[src/rtl/bagman_input.sv]
// Bagman control front end: merges PS/2 key latches with two joysticks into one
// active-high control word, with a timed coin pulse generator on the coin bit.
module bagman_input #(
    parameter int COIN_PULSE = 120000,
    parameter int COIN_GAP   = 240000
) (
    input  logic        clk_sys,
    input  logic        reset,
    input  logic [64:0] ps2_key,
    input  logic [15:0] joystick_0,
    input  logic [15:0] joystick_1,
    input  logic        rotate,
    output logic [6:0]  joy_pcfrldu,
    output logic        coin_busy
);

    localparam int MAXP = (COIN_PULSE > COIN_GAP) ? COIN_PULSE : COIN_GAP;
    localparam int NEED = $clog2(MAXP + 1);
    localparam int CW   = (NEED > 18) ? NEED : 18;
    localparam logic [CW-1:0] PULSE_LAST = CW'(COIN_PULSE - 1);
    localparam logic [CW-1:0] GAP_LAST   = CW'(COIN_GAP - 1);

    generate
        if (COIN_PULSE < 1 || COIN_GAP < 1) begin : g_bad_param
            $error("bagman_input: COIN_PULSE and COIN_GAP must be >= 1");
        end
    endgenerate

    typedef enum logic [1:0] {S_IDLE, S_PULSE, S_GAP, S_HOLD} coin_st_t;

    logic          r_tog;
    logic          r_key_up, r_key_down, r_key_left, r_key_right;
    logic          r_key_fire, r_key_start, r_key_coin;
    logic [5:0]    r_out;
    logic          r_coin;
    logic          r_coin_prev;
    coin_st_t      r_st;
    logic [CW-1:0] r_cnt;

    logic          w_event, w_pressed, w_ext;
    logic [8:0]    w_code;
    logic [15:0]   w_joy;
    logic          w_up, w_down, w_left, w_right;
    logic          w_coin_req;
    logic          w_unused;

    assign w_unused = ^{w_joy[15:7]};

    // A key event is any change of the toggle bit since the previous cycle.
    assign w_event   = ps2_key[64] != r_tog;
    assign w_pressed = ps2_key[15:8] != 8'hF0;
    assign w_ext     = w_pressed ? (ps2_key[15:8] == 8'hE0) : (ps2_key[23:16] == 8'hE0);
    assign w_code    = (ps2_key[63:24] != '0) ? 9'h000 : {w_ext, ps2_key[7:0]};

    always_ff @(posedge clk_sys) begin
        r_tog <= ps2_key[64];
        if (reset) begin
            r_key_up    <= 1'b0;
            r_key_down  <= 1'b0;
            r_key_left  <= 1'b0;
            r_key_right <= 1'b0;
            r_key_fire  <= 1'b0;
            r_key_start <= 1'b0;
            r_key_coin  <= 1'b0;
        end else if (w_event) begin
            // Directions ignore the extended prefix; buttons must match exactly.
            if (w_code[7:0] == 8'h75) r_key_up    <= w_pressed;
            if (w_code[7:0] == 8'h72) r_key_down  <= w_pressed;
            if (w_code[7:0] == 8'h6B) r_key_left  <= w_pressed;
            if (w_code[7:0] == 8'h74) r_key_right <= w_pressed;
            if (w_code == 9'h029)     r_key_fire  <= w_pressed;
            if (w_code == 9'h005)     r_key_start <= w_pressed;
            if (w_code == 9'h004)     r_key_coin  <= w_pressed;
        end
    end

    assign w_joy   = joystick_0 | joystick_1;
    assign w_up    = rotate ? (r_key_left  | w_joy[1]) : (r_key_up    | w_joy[3]);
    assign w_down  = rotate ? (r_key_right | w_joy[0]) : (r_key_down  | w_joy[2]);
    assign w_left  = rotate ? (r_key_down  | w_joy[2]) : (r_key_left  | w_joy[1]);
    assign w_right = rotate ? (r_key_up    | w_joy[3]) : (r_key_right | w_joy[0]);

    always_ff @(posedge clk_sys) begin
        if (reset) r_out <= '0;
        else       r_out <= {r_key_start | w_joy[5], r_key_fire | w_joy[4],
                             w_right, w_left, w_down, w_up};
    end

    assign w_coin_req = r_key_coin | w_joy[6];

    // Previous-coin resets high so a level held through reset never fires.
    always_ff @(posedge clk_sys) begin
        if (reset) begin
            r_st        <= S_IDLE;
            r_cnt       <= '0;
            r_coin      <= 1'b0;
            r_coin_prev <= 1'b1;
        end else begin
            r_coin_prev <= w_coin_req;
            case (r_st)
                S_IDLE: if (w_coin_req && !r_coin_prev) begin
                    r_st   <= S_PULSE;
                    r_cnt  <= '0;
                    r_coin <= 1'b1;
                end
                S_PULSE: if (r_cnt == PULSE_LAST) begin
                    r_st   <= S_GAP;
                    r_cnt  <= '0;
                    r_coin <= 1'b0;
                end else begin
                    r_cnt <= r_cnt + 1'b1;
                end
                S_GAP: if (r_cnt == GAP_LAST) r_st <= S_HOLD;
                       else                   r_cnt <= r_cnt + 1'b1;
                S_HOLD: if (!w_coin_req) r_st <= S_IDLE;
                default: r_st <= S_IDLE;
            endcase
        end
    end

    assign joy_pcfrldu = {r_coin, r_out};
    assign coin_busy   = r_st != S_IDLE;

endmodule

[config.mk]
export PLATFORM = sky130hd
export DESIGN_NAME = bagman_input
export DESIGN_NICKNAME = d
export VERILOG_FILES = /design/src/rtl/bagman_input.sv
export SDC_FILE = /design/constraint.sdc
export NUM_CORES = 1
export LEC_CHECK = 0
export ABC_AREA = 1
export CORE_MARGIN = 4
export CORE_UTILIZATION = 42
export CTS_CLUSTER_DIAMETER = 60
export CTS_CLUSTER_SIZE = 10
export DETAILED_ROUTE_END_ITERATION = 7
export GPL_TIMING_DRIVEN = 0
export PLACE_DENSITY = 0.82
export RECOVER_POWER = 50
export SKIP_CTS_REPAIR_TIMING = 1
export SYNTH_ARGS = -nofsm -noshare
export SYNTH_HDL_FRONTEND = slang
export SYNTH_SLANG_ARGS = --single-unit
[constraint.sdc]
create_clock -name clk_sys -period 2.1 [get_ports clk_sys]
set_input_delay 0.315 -clock clk_sys [delete_from_list [all_inputs] [get_ports clk_sys]]
set_output_delay 0.315 -clock clk_sys [all_outputs]
set_load 0.03 [all_outputs]
==> results summary <==
The die area came out at 0.00676 sq mm. For this run the aggregate overflow at the end of global routing stands at 0. The prevailing post-synth register cell is sky130_fd_sc_hd__dfxtp_1. The relative slew slack is 0.686. The library cell used most frequently in the layout, excluding fill and tap cells, is sky130_fd_sc_hd__nor2_1. The post-route non-filler standard cell count came out at 532. The delay of the slowest cell on the worst path came out at 0.45 ns. Relative to the synthesized area, the layout overhead comes to 46.8%. The number of flops mapped to enable cells by yosys is 0. Counting the buffers created by CTS gives 5.

The kind of end point of the critical path is a flip-flop. The I/O pin count came out at 108. After the first detailed-routing iteration, the DRC count stood at 201. The worst reg-to-reg path cell count came out at 10. The min-delay analysis places its worst path in the category flip-flop to flip-flop. The leakage power of the design is 1.39 nW. The maximum vdd ir drop is 529 uV. The fraction of final layout cells sized beyond drive strength 1 is 0.0649. The slack of the worst reg-to-reg path came out at 0.18 ns. After filler insertion, the fill cell instance count of the layout stands at 497. Measured along the x axis, the die boundary spans 82.2 microns.

Setup repair after global routing left no endpoint under its margin. The clock latency on the worst-skew pair came out at 0.29 ns. The repair_antennas step left the layout with diodes totalling 0. The total power density per cell area is 668 mW/mm^2.

The residual antenna-violating net count after detailed routing came out at 0. The initial core utilization is 0.442. Entering global routing, the biggest net connects 13 pins. The number of instances in the synthesized netlist came out at 365. The number of maximum-capacitance constraint violations came out at 0. The worst hold slack is 0.492 ns.

The count of input and output buffers is 89. The via total after detailed routing came out at 2635. The remaining routing DRC violations is 0. The cell area after synthesis came out at 0.00231 sq mm. The data required time at the worst endpoint came out at 2.33 ns. The detailed-placement wirelength estimate is 5570 microns. Traced cell by cell, the critical path runs through ha_1 -> nand4_4 -> nor2_8 -> nand4_4 -> nand2_4 -> inv_4 -> buf_6 -> nand2_1 -> nand3_1 -> a21oi_2. The synthesized netlist contains 34 unique library cells. The total setup violations reported at the end of the flow came out at 0. The maximum operating frequency came out at 520 MHz. The endpoint of the worst hold-timing path is r_key_down$_SDFFE_PP0P_. The net count of the finished layout is 566.

STA classifies the critical path startpoint as a flip-flop. The endpoint identified for the worst register-to-register timing path is r_cnt[10]$_SDFFE_PP0P_. The run finished with clean final reports.

After clock tree synthesis, the clock-pin slew on the worst setup and hold paths is 0.08 ns. Dividing the detail-routed wire length by the instance count gives 12.5 microns. The number of iterations in the first detailed-routing pass is 5. By instance count, the cell type seen most on the critical path is sky130_fd_sc_hd__nand4_4. Leaving out fill and tap cells, the most frequent cells in the layout are 97 x sky130_fd_sc_hd__nor2_1, 79 x sky130_fd_sc_hd__clkdlybuf4s50_1, 66 x sky130_fd_sc_hd__nand2_1. The final standard cell utilization of the core came out at 0.649. For this run, the register share of the synthesized area comes to 0.312.

TritonCTS built the clock tree. The final period demand of the worst path came out at 1.92 ns. The placement row count came out at 26. Using the TritonRoute via totals, the vias-per-cell ratio works out to 4.95. The number of antenna violations at the first check in global routing came out at 0. Synthesis inferred 36 register bits. The post-route cell area is 0.00340 sq mm. The number of global-route vias before repair is 2564. For this run, the number of Yosys warnings is 0. The transition at the pin with the smallest max-transition slack came out at 0.471 ns. The share of the clock period used by the worst path is 0.916.

The max-slew violation count is 0. The maximum clock insertion buffer count is 2. The synthesized area divided by synthesized cell count came out at 6.34 sq um. The endpoint arrival time on the critical path came out at 2.15 ns. The final-report hold violation count came out at 0. The aggregate negative setup slack is 0 ns. The H-tree was split into 2 levels.

The floorplan step defined a core boundary enclosing 0.00524 sq mm. At the end of routability-driven placement, the weighted congestion stood at 1.03. In this run the critical register-to-register path is launched from r_cnt[0]$_SDFFE_PP0P_. Counting instances, the worst hold path has a depth of 2.

The slowest stage of the critical path belongs to the cell sky130_fd_sc_hd__dfxtp_1. The global-route usage over all layers came out at 0.213. The maximum fanout along the worst path is 10. In this run the most critical hold path is launched from r_key_down$_SDFFE_PP0P_. Summing all placed instances gives a cell area of 0.00329 sq mm. The total instance count after detailed placement is 524.

The tree is rooted in a sky130_fd_sc_hd__clkbuf_8. The detailed-route wire length is 6620 microns. The number of nets in the synthesized netlist is 470. The floorplan step set the die height to 82.2 microns.

The async set-reset flop share out of synthesis is 0. The first-pass GRT wire length came out at 11200 microns. The clock sink count came out at 36. The clock arrives with 0.00869 ns of skew. By startpoint and endpoint, the worst setup path is classified as flip-flop to flip-flop.
==> Yosys cell counts (all sizes together), types with 3 or more instances <==
cell / number / area share
ha: 5 / 0.027
nand2: 70 / 0.12
dfxtp: 36 / 0.31
buf: 4 / 0.018
inv: 48 / 0.079
xor2: 3 / 0.011
a21oi: 8 / 0.019
or3: 4 / 0.011
nand4: 17 / 0.059
nor3: 15 / 0.037
nor2: 103 / 0.18
nand3: 28 / 0.061
o21ai: 13 / 0.028
==> worst max path at each step <==
stage | start | to | slack [ns]
finish | r_cnt[0]$_SDFFE_PP0P_ | r_cnt[10]$_SDFFE_PP0P_ | 0.18
detailed placement | ps2_key[39] | r_key_up$_SDFFE_PP0P_ | -0.01
floorplan | r_st[0]$_SDFFE_PP0P_ | r_cnt[5]$_SDFFE_PP0P_ | 0.40
global placement | ps2_key[31] | r_key_up$_SDFFE_PP0P_ | 0.05
CTS | r_st[0]$_SDFFE_PP0P_ | coin_busy | 0.01
global route | r_cnt[0]$_SDFFE_PP0P_ | r_cnt[17]$_SDFFE_PP0P_ | 0.07
==> flip-flops by register name, summed over array words and instances (netlist names) <==
register	cells
r_cnt	18
r_coin	1
r_coin_prev	1
r_key_coin	1
r_key_down	1
r_key_fire	1
r_key_left	1
r_key_right	1
r_key_start	1
r_key_up	1
r_out	6
r_st	2
r_tog	1
==> area by class of cell <==
cell class                 count  area (sq um)  area share
clock buffer                   5          68.8      0.0203
buffer                         6          48.8      0.0144
multi-input combinational    275          1360       0.401
sequential                    36           721       0.212
timing repair buffer          89           885       0.260
tap                           70          87.6      0.0258
clock inverter                 3          42.5      0.0125
inverter                      48           183      0.0538
==> layer usage <==
metal / routed length, microns / part of all wire / vias to the layer above / track usage
li1: - / - / 1358 / -
met1: 2670 / 0.40 / 1163 / 0.250
met2: 3430 / 0.52 / 102 / 0.387
met3: 419 / 0.063 / 12 / 0.0434
met4: 96 / 0.014 / 0 / 0.0615
met5: 0 / 0 / - / 0
==> cell families (layout without fill, tap and decap cells) <==
family / count (synthesis) / in the layout / share of synthesized area
XOR/XNOR: 4 / 4 / 0.0151
adder cells (fa/ha/maj): 5 / 5 / 0.0270
flip-flops: 36 / 36 / 0.312
AND/OR/NAND/NOR: 241 / 241 / 0.483
AO/OA/AOI/OAI: 25 / 25 / 0.0633
buffers and inverters: 54 / 151 / 0.100
==> power breakdown <==
part | internal [mW] | switching [mW] | total (mW)
Clock | 0.351 | 0.259 | 0.610
Combinational | 0.384 | 0.511 | 0.895
Sequential | 0.729 | 0.0364 | 0.765
==> through the flow <==
stage | power [mW] | setup WS [ns]
after floorplan | 1.35 | 0.396
after global routing | 2.41 | 0.0675
after CTS | 2.30 | 0.0102
after detailed placement | 1.69 | -0.0136
final | 2.27 | 0.177
after global placement | 1.67 | 0.0519
==> critical path: cells and delay by family (launching register included) <==
family                   cells  cell delay, ns
AO/OA/AOI/OAI                1            0.11
adder cells (fa/ha/maj)      1            0.28
buffers and inverters        2            0.21
flip-flops                   1            0.45
AND/OR/NAND/NOR              6            0.80
(Power assumes the default switching activity.)
